[src/rtl/spike_rate_monitor.sv]
// Per-channel spike counter over manual or back-to-back auto windows. Counts are
// snapshotted at window close, then a sequential argmax scan finds the dominant channel.
module spike_rate_monitor #(
  parameter int N_CH    = 4,
  parameter int CNT_W   = 8,
  parameter int WIN_LEN = 100,
  parameter int TICK_W  = 8,
  localparam int IDX_W  = (N_CH > 1) ? $clog2(N_CH) : 1
) (
  input  logic             clk,
  input  logic             rst_n,
  input  logic [N_CH-1:0]  spike_in,
  input  logic             mode_auto,
  input  logic             win_start,
  input  logic             win_stop,
  input  logic             rd_req,
  input  logic [IDX_W-1:0] rd_idx,
  output logic [CNT_W-1:0] rd_data,
  output logic             rd_valid,
  output logic             counting,
  output logic             snap_valid,
  output logic [IDX_W-1:0] dom_idx,
  output logic             dom_none,
  output logic [N_CH-1:0]  sat_flags
);

  typedef enum logic {IDLE, COUNT} state_e;

  localparam logic [CNT_W-1:0]  CNT_MAX  = '1;
  localparam logic [TICK_W-1:0] WIN_LAST = TICK_W'(WIN_LEN - 1);

  state_e             state_q, state_d;
  logic               auto_q, auto_d;
  logic [TICK_W-1:0]  tick_q, tick_d;
  logic [CNT_W-1:0]   live_q [N_CH];
  logic [CNT_W-1:0]   live_d [N_CH];
  logic [CNT_W-1:0]   live_inc [N_CH];
  logic [N_CH-1:0]    lsat_q, lsat_d, lsat_inc;
  logic               close;

  logic [CNT_W-1:0]   snap_q [N_CH];
  logic [N_CH-1:0]    sat_flags_q;
  logic               scan_act_q, done_q;
  logic [IDX_W-1:0]   scan_ptr_q, best_idx_q, dom_idx_q;
  logic [CNT_W-1:0]   best_val_q, scan_val;
  logic               dom_none_q, snap_valid_q;
  logic [CNT_W-1:0]   rd_data_q, rd_mux;
  logic               rd_valid_q;

  // Saturating per-channel increment; the sat bit records an attempt past max.
  always_comb begin
    for (int i = 0; i < N_CH; i++) begin
      live_inc[i] = live_q[i];
      lsat_inc[i] = lsat_q[i];
      if (spike_in[i]) begin
        if (live_q[i] == CNT_MAX) lsat_inc[i] = 1'b1;
        else                      live_inc[i] = live_q[i] + CNT_W'(1);
      end
    end
  end

  always_comb begin
    state_d = state_q;
    auto_d  = auto_q;
    tick_d  = tick_q;
    lsat_d  = lsat_q;
    close   = 1'b0;
    for (int i = 0; i < N_CH; i++) live_d[i] = live_q[i];
    case (state_q)
      IDLE: begin
        if (win_start) begin
          state_d = COUNT;
          auto_d  = mode_auto;
          tick_d  = '0;
          lsat_d  = '0;
          for (int i = 0; i < N_CH; i++) live_d[i] = '0;
        end
      end
      COUNT: begin
        tick_d = tick_q + TICK_W'(1);
        lsat_d = lsat_inc;
        for (int i = 0; i < N_CH; i++) live_d[i] = live_inc[i];
        if (win_stop) begin
          close   = 1'b1;
          state_d = IDLE;
        end else if (auto_q && (tick_q == WIN_LAST)) begin
          close  = 1'b1;
          tick_d = '0;
          lsat_d = '0;
          for (int i = 0; i < N_CH; i++) live_d[i] = '0;
        end else if (win_start) begin
          tick_d = '0;
          lsat_d = '0;
          for (int i = 0; i < N_CH; i++) live_d[i] = '0;
        end
      end
      default: state_d = IDLE;
    endcase
  end

  assign scan_val = snap_q[scan_ptr_q];

  always_comb begin
    rd_mux = '0;
    for (int i = 0; i < N_CH; i++)
      if (rd_idx == IDX_W'(i)) rd_mux = snap_q[i];
  end

  always_ff @(posedge clk) begin
    if (!rst_n) begin
      state_q      <= IDLE;
      auto_q       <= 1'b0;
      tick_q       <= '0;
      lsat_q       <= '0;
      sat_flags_q  <= '0;
      scan_act_q   <= 1'b0;
      done_q       <= 1'b0;
      scan_ptr_q   <= '0;
      best_idx_q   <= '0;
      best_val_q   <= '0;
      dom_idx_q    <= '0;
      dom_none_q   <= 1'b1;
      snap_valid_q <= 1'b0;
      rd_data_q    <= '0;
      rd_valid_q   <= 1'b0;
      for (int i = 0; i < N_CH; i++) begin
        live_q[i] <= '0;
        snap_q[i] <= '0;
      end
    end else begin
      state_q      <= state_d;
      auto_q       <= auto_d;
      tick_q       <= tick_d;
      lsat_q       <= lsat_d;
      for (int i = 0; i < N_CH; i++) live_q[i] <= live_d[i];
      done_q       <= 1'b0;
      snap_valid_q <= 1'b0;
      // A close always (re)starts the scan, aborting any scan still in flight.
      if (close) begin
        for (int i = 0; i < N_CH; i++) snap_q[i] <= live_inc[i];
        sat_flags_q <= lsat_inc;
        scan_act_q  <= 1'b1;
        scan_ptr_q  <= '0;
        best_idx_q  <= '0;
        best_val_q  <= '0;
      end else if (scan_act_q) begin
        if (scan_val > best_val_q) begin
          best_val_q <= scan_val;
          best_idx_q <= scan_ptr_q;
        end
        if (scan_ptr_q == IDX_W'(N_CH - 1)) begin
          scan_act_q <= 1'b0;
          done_q     <= 1'b1;
        end else begin
          scan_ptr_q <= scan_ptr_q + IDX_W'(1);
        end
      end
      if (done_q && !close) begin
        dom_idx_q    <= best_idx_q;
        dom_none_q   <= (best_val_q == '0);
        snap_valid_q <= 1'b1;
      end
      rd_valid_q <= rd_req;
      rd_data_q  <= rd_req ? rd_mux : '0;
    end
  end

  assign counting   = (state_q == COUNT);
  assign snap_valid = snap_valid_q;
  assign dom_idx    = dom_idx_q;
  assign dom_none   = dom_none_q;
  assign sat_flags  = sat_flags_q;
  assign rd_data    = rd_data_q;
  assign rd_valid   = rd_valid_q;

endmodule

[config.mk]
export PLATFORM = sky130hd
export DESIGN_NAME = spike_rate_monitor
export DESIGN_NICKNAME = d
export VERILOG_FILES = /design/src/rtl/spike_rate_monitor.sv
export SDC_FILE = /design/constraint.sdc
export NUM_CORES = 1
export LEC_CHECK = 0
export BUFFER_PORTS_ARGS = -buffer_cell sky130_fd_sc_hd__buf_2
export CAP_MARGIN = 10
export CORE_MARGIN = 8
export CORE_UTILIZATION = 51
export DETAILED_ROUTE_END_ITERATION = 12
export GPL_TIMING_DRIVEN = 1
export PLACE_DENSITY = 0.64
export SLEW_MARGIN = 20
export SYNTH_ARGS = -nofsm -noshare
export SYNTH_HDL_FRONTEND = slang
export SYNTH_SLANG_ARGS = --single-unit
[constraint.sdc]
create_clock -name clk -period 2.9 [get_ports clk]
set_input_delay 0.87 -clock clk [delete_from_list [all_inputs] [get_ports clk]]
set_output_delay 0.87 -clock clk [all_outputs]
set_load 0.1 [all_outputs]
==> flow_summary.json <==
{
  "antenna_found_initial": 0,
  "fin_crit_ns": 2.594,
  "drv_cap": 0,
  "synthDistinctLibCells": 55,
  "yosysWarnings": 0,
  "yosys.area.top_type": "dfxtp_1",
  "postSynthAreaPerCell_um2": 9.914,
  "fin_hold_ws_ns": 0.4663,
  "setup_viol": 0,
  "vias_per_cell": 5.872,
  "power_density_mw_per_mm2": 493.7,
  "synth_area_leaders": "dfxtp_1 29%, edfxtp_1 18%, mux4_2 6.6%",
  "required_ns": 3.17,
  "worst_r2r_path_depth": 8,
  "cp_slowest_cell": "mux4_2",
  "finalWeightedCongestion": 0.8734,
  "wl_um": 12170,
  "clk_pin_slew_ns": 0.10,
  "n_antenna_cell": 0,
  "drc": 0,
  "nets": 596,
  "cts-resized-gates": 0,
  "postRouteAntennaNets": 0,
  "skew_ns": 0.01135,
  "ys.flop_type": "dfxtp_1",
  "synth_edf_count": 32,
  "dpl_cell_area_mm2": 0.005712,
  "rsz0062_at_grt": "no",
  "fin_ws_ns": 0.3064,
  "cp_max_fo": 10,
  "drive_gt1_share_pct": 14.46,
  "htree_levels": 3,
  "ys_seq_elements": 111,
  "p_comb_share_pct": 12.0,
  "cp.arrival_ns": 2.86,
  "cp-end-kind": "register",
  "peakVddDrop_v": 0.0003941,
  "switching_power_uw": 755.0,
  "synth_top_area_share_pct": 29.00,
  "timing.rr.end": "best_val_q[6]",
  "drtIter0Drc": 355,
  "wl_per_cell_um": 17.15,
  "seqPwrFrac_pct": 57.7,
  "p_sw_share_pct": 25.91,
  "cts_buffers": 9,
  "dieArea_mm2": 0.01426,
  "max_freq_ghz": 0.3856,
  "hold-path-cell-count": 1,
  "start_util_pct": 52.58,
  "ys_seq_area_share_pct": 46.63,
  "overflow": 0,
  "critical-path-max-stage-delay_ns": 0.51,
  "syn-cell-area_mm2": 0.005453,
  "core_area_mm2": 0.01037,
  "die_w_um": 119.4,
  "via_count": 4169,
  "yosys-top-cells-count": "79 x dfxtp_1, 60 x nor2_1, 37 x nand2_1",
  "drt_pass1_iterations": 4,
  "status": "completed",
  "grt_max_degree": 46,
  "holdPathEnd": "sat_flags[0]",
  "p_clk_share_pct": 30.3,
  "max_slew_margin_pct": 38.46,
  "hpwlAfterDp_um": 8897,
  "dp_slack_ns": 0.1518,
  "crit_chain": "buf_12 > mux4_2 > ha_1 > and3_1 > nand4_1 > o22ai_4 > mux2i_1 > nor2_1",
  "clockBufferDepth": 2,
  "yosysMostFrequentCell": "dfxtp_1",
  "clock_sinks": 111,
  "postCtsHoldBufs": 0,
  "r2r_setup_slack_ns": 0.31,
  "track_usage_pct": 17.67,
  "p_leak_uw": 0.002146,
  "num_io_pins": 30,
  "critPathLaunchType": "register",
  "crit_type": "reg2reg",
  "finish.utilization_pct": 56.91,
  "clk_latency_ns": 0.38,
  "internal_power_uw": 2159,
  "grt_pass1_wl_um": 20270,
  "chipHeight_um": 119.4,
  "min_period_over_period_pct": 89.44,
  "post_cts_buffers": 0,
  "finalMaxSlewViolations": 0,
  "worstMarginPinSlew_ns": 0.9230,
  "fillers": 951,
  "grt_pass1_vias": 4045,
  "placed_cells": 695,
  "synthCells": 550,
  "hold_violations": 0,
  "cts_tree": "yes",
  "hold_class": "reg2reg",
  "rows": 37,
  "area_growth_pct": 8.238,
  "finalNonFillerCells": 710,
  "async_reset_ff_share_pct": 0,
  "hold_path.startpoint": "sat_flags[0]",
  "root_buffer": "clkbuf_8",
  "stdcell_area_mm2": 0.005902,
  "syn-num-nets": 576,
  "port-buffer-count": 29
}
-- area by class of cell --
| type | instances | area, um2 | area share, % |
|---|---|---|---|
| clock buffer | 9 | 123.9 | 2.099 |
| clock inverter | 6 | 52.55 | 0.8904 |
| inverter | 23 | 91.34 | 1.548 |
| multi-input combinational | 385 | 2669 | 45.22 |
| sequential | 111 | 2542 | 43.08 |
| tap | 136 | 170.2 | 2.883 |
| timing repair buffer | 40 | 252.7 | 4.282 |
-- power groups by stage --
stage	clock, uW	combinational (uW)	sequential, uW
2_1_floorplan	0	221	1740
3_3_place_gp	0	331	1720
3_5_place_dp	0	343	1720
4_1_cts	905	344	1680
5_1_grt	982	382	1690
6_report	881	350	1680
-- logic make-up (layout without fill, tap and decap cells) --
kind of cell / count (synthesis) / after routing / share of synthesized area [%]
muxes: 36 / 36 / 10.30
DFF: 111 / 111 / 46.63
xor gates and xnor gates: 12 / 12 / 1.927
AOI/OAI and AO/OA: 125 / 125 / 14.89
adders and majority gates: 14 / 14 / 3.213
and+or+nand+nor: 198 / 198 / 18.24
buffers and inverters: 54 / 78 / 4.796
-- per-layer routing --
layer	wire [um]	vias up	part of all wire, %	global-route usage, %
li1	-	2051	-	-
met1	5569	1980	46	22.59
met2	5595	114	46	27.82
met3	684	24	5.6	4.440
met4	325	0	2.7	7.806
met5	0	-	0	0
-- through the flow --
step | TNS (ns) | power [uW]
global placement | -0.5215 | 2048
floorplan | 0 | 1965
global route | 0 | 3054
detailed placement | 0 | 2061
finish | 0 | 2914
CTS | 0 | 2931
-- critical path: cells and delay by family (launching register included) --
kind | cells | cell delay (ns)
buf+inv | 1 | 0.15
mux | 2 | 0.76
fa+ha+maj | 1 | 0.36
flops | 1 | 0.37
compound gates | 1 | 0.39
simple gates | 3 | 0.45
-- how the worst max path moves through the flow --
stage	start	endpoint	slack, ns	cells past startpoint
6_report	register	best_val_q[6]	0.31	8
5_1_grt	register	best_val_q[6]	0.13	8
4_1_cts	register	best_val_q[6]	0.14	8
3_5_place_dp	register	best_val_q[6]	0.15	8
3_3_place_gp	register	best_val_q[6]	-0.06	8
2_1_floorplan	register	best_idx_q[0]	0.44	9
-- cells in the final DEF, fill, tap and decap left out, drive strengths merged, types with 4 or more instances in the layout --
cell and count:
xnor2 7, a211oi 5, o211a 5, a21oi 32, and2 17, a21o 7, edfxtp 32, o22ai 5
o21ai 33, mux2i 19, and3 11, clkbuf 9, ha 14, clkinv 5, nand3 25, nor2b 5
a32o 6, inv 23, o2bb2ai 4, nand2 37, mux4 16, a31oi 16, buf 40, nand4 9
dfxtp 79, nor2 60, xor2 5, nor3 13
-- sequential cells by signal, summed over array words and instances (netlist names), 4 cells and up, named ones only --
register	cells
lsat_q	4
live_q	32
sat_flags	4
tick_q	8
rd_data	8
best_val_q	8
snap_q	32
No activity file was read; power rests on OpenSTA's default activity.
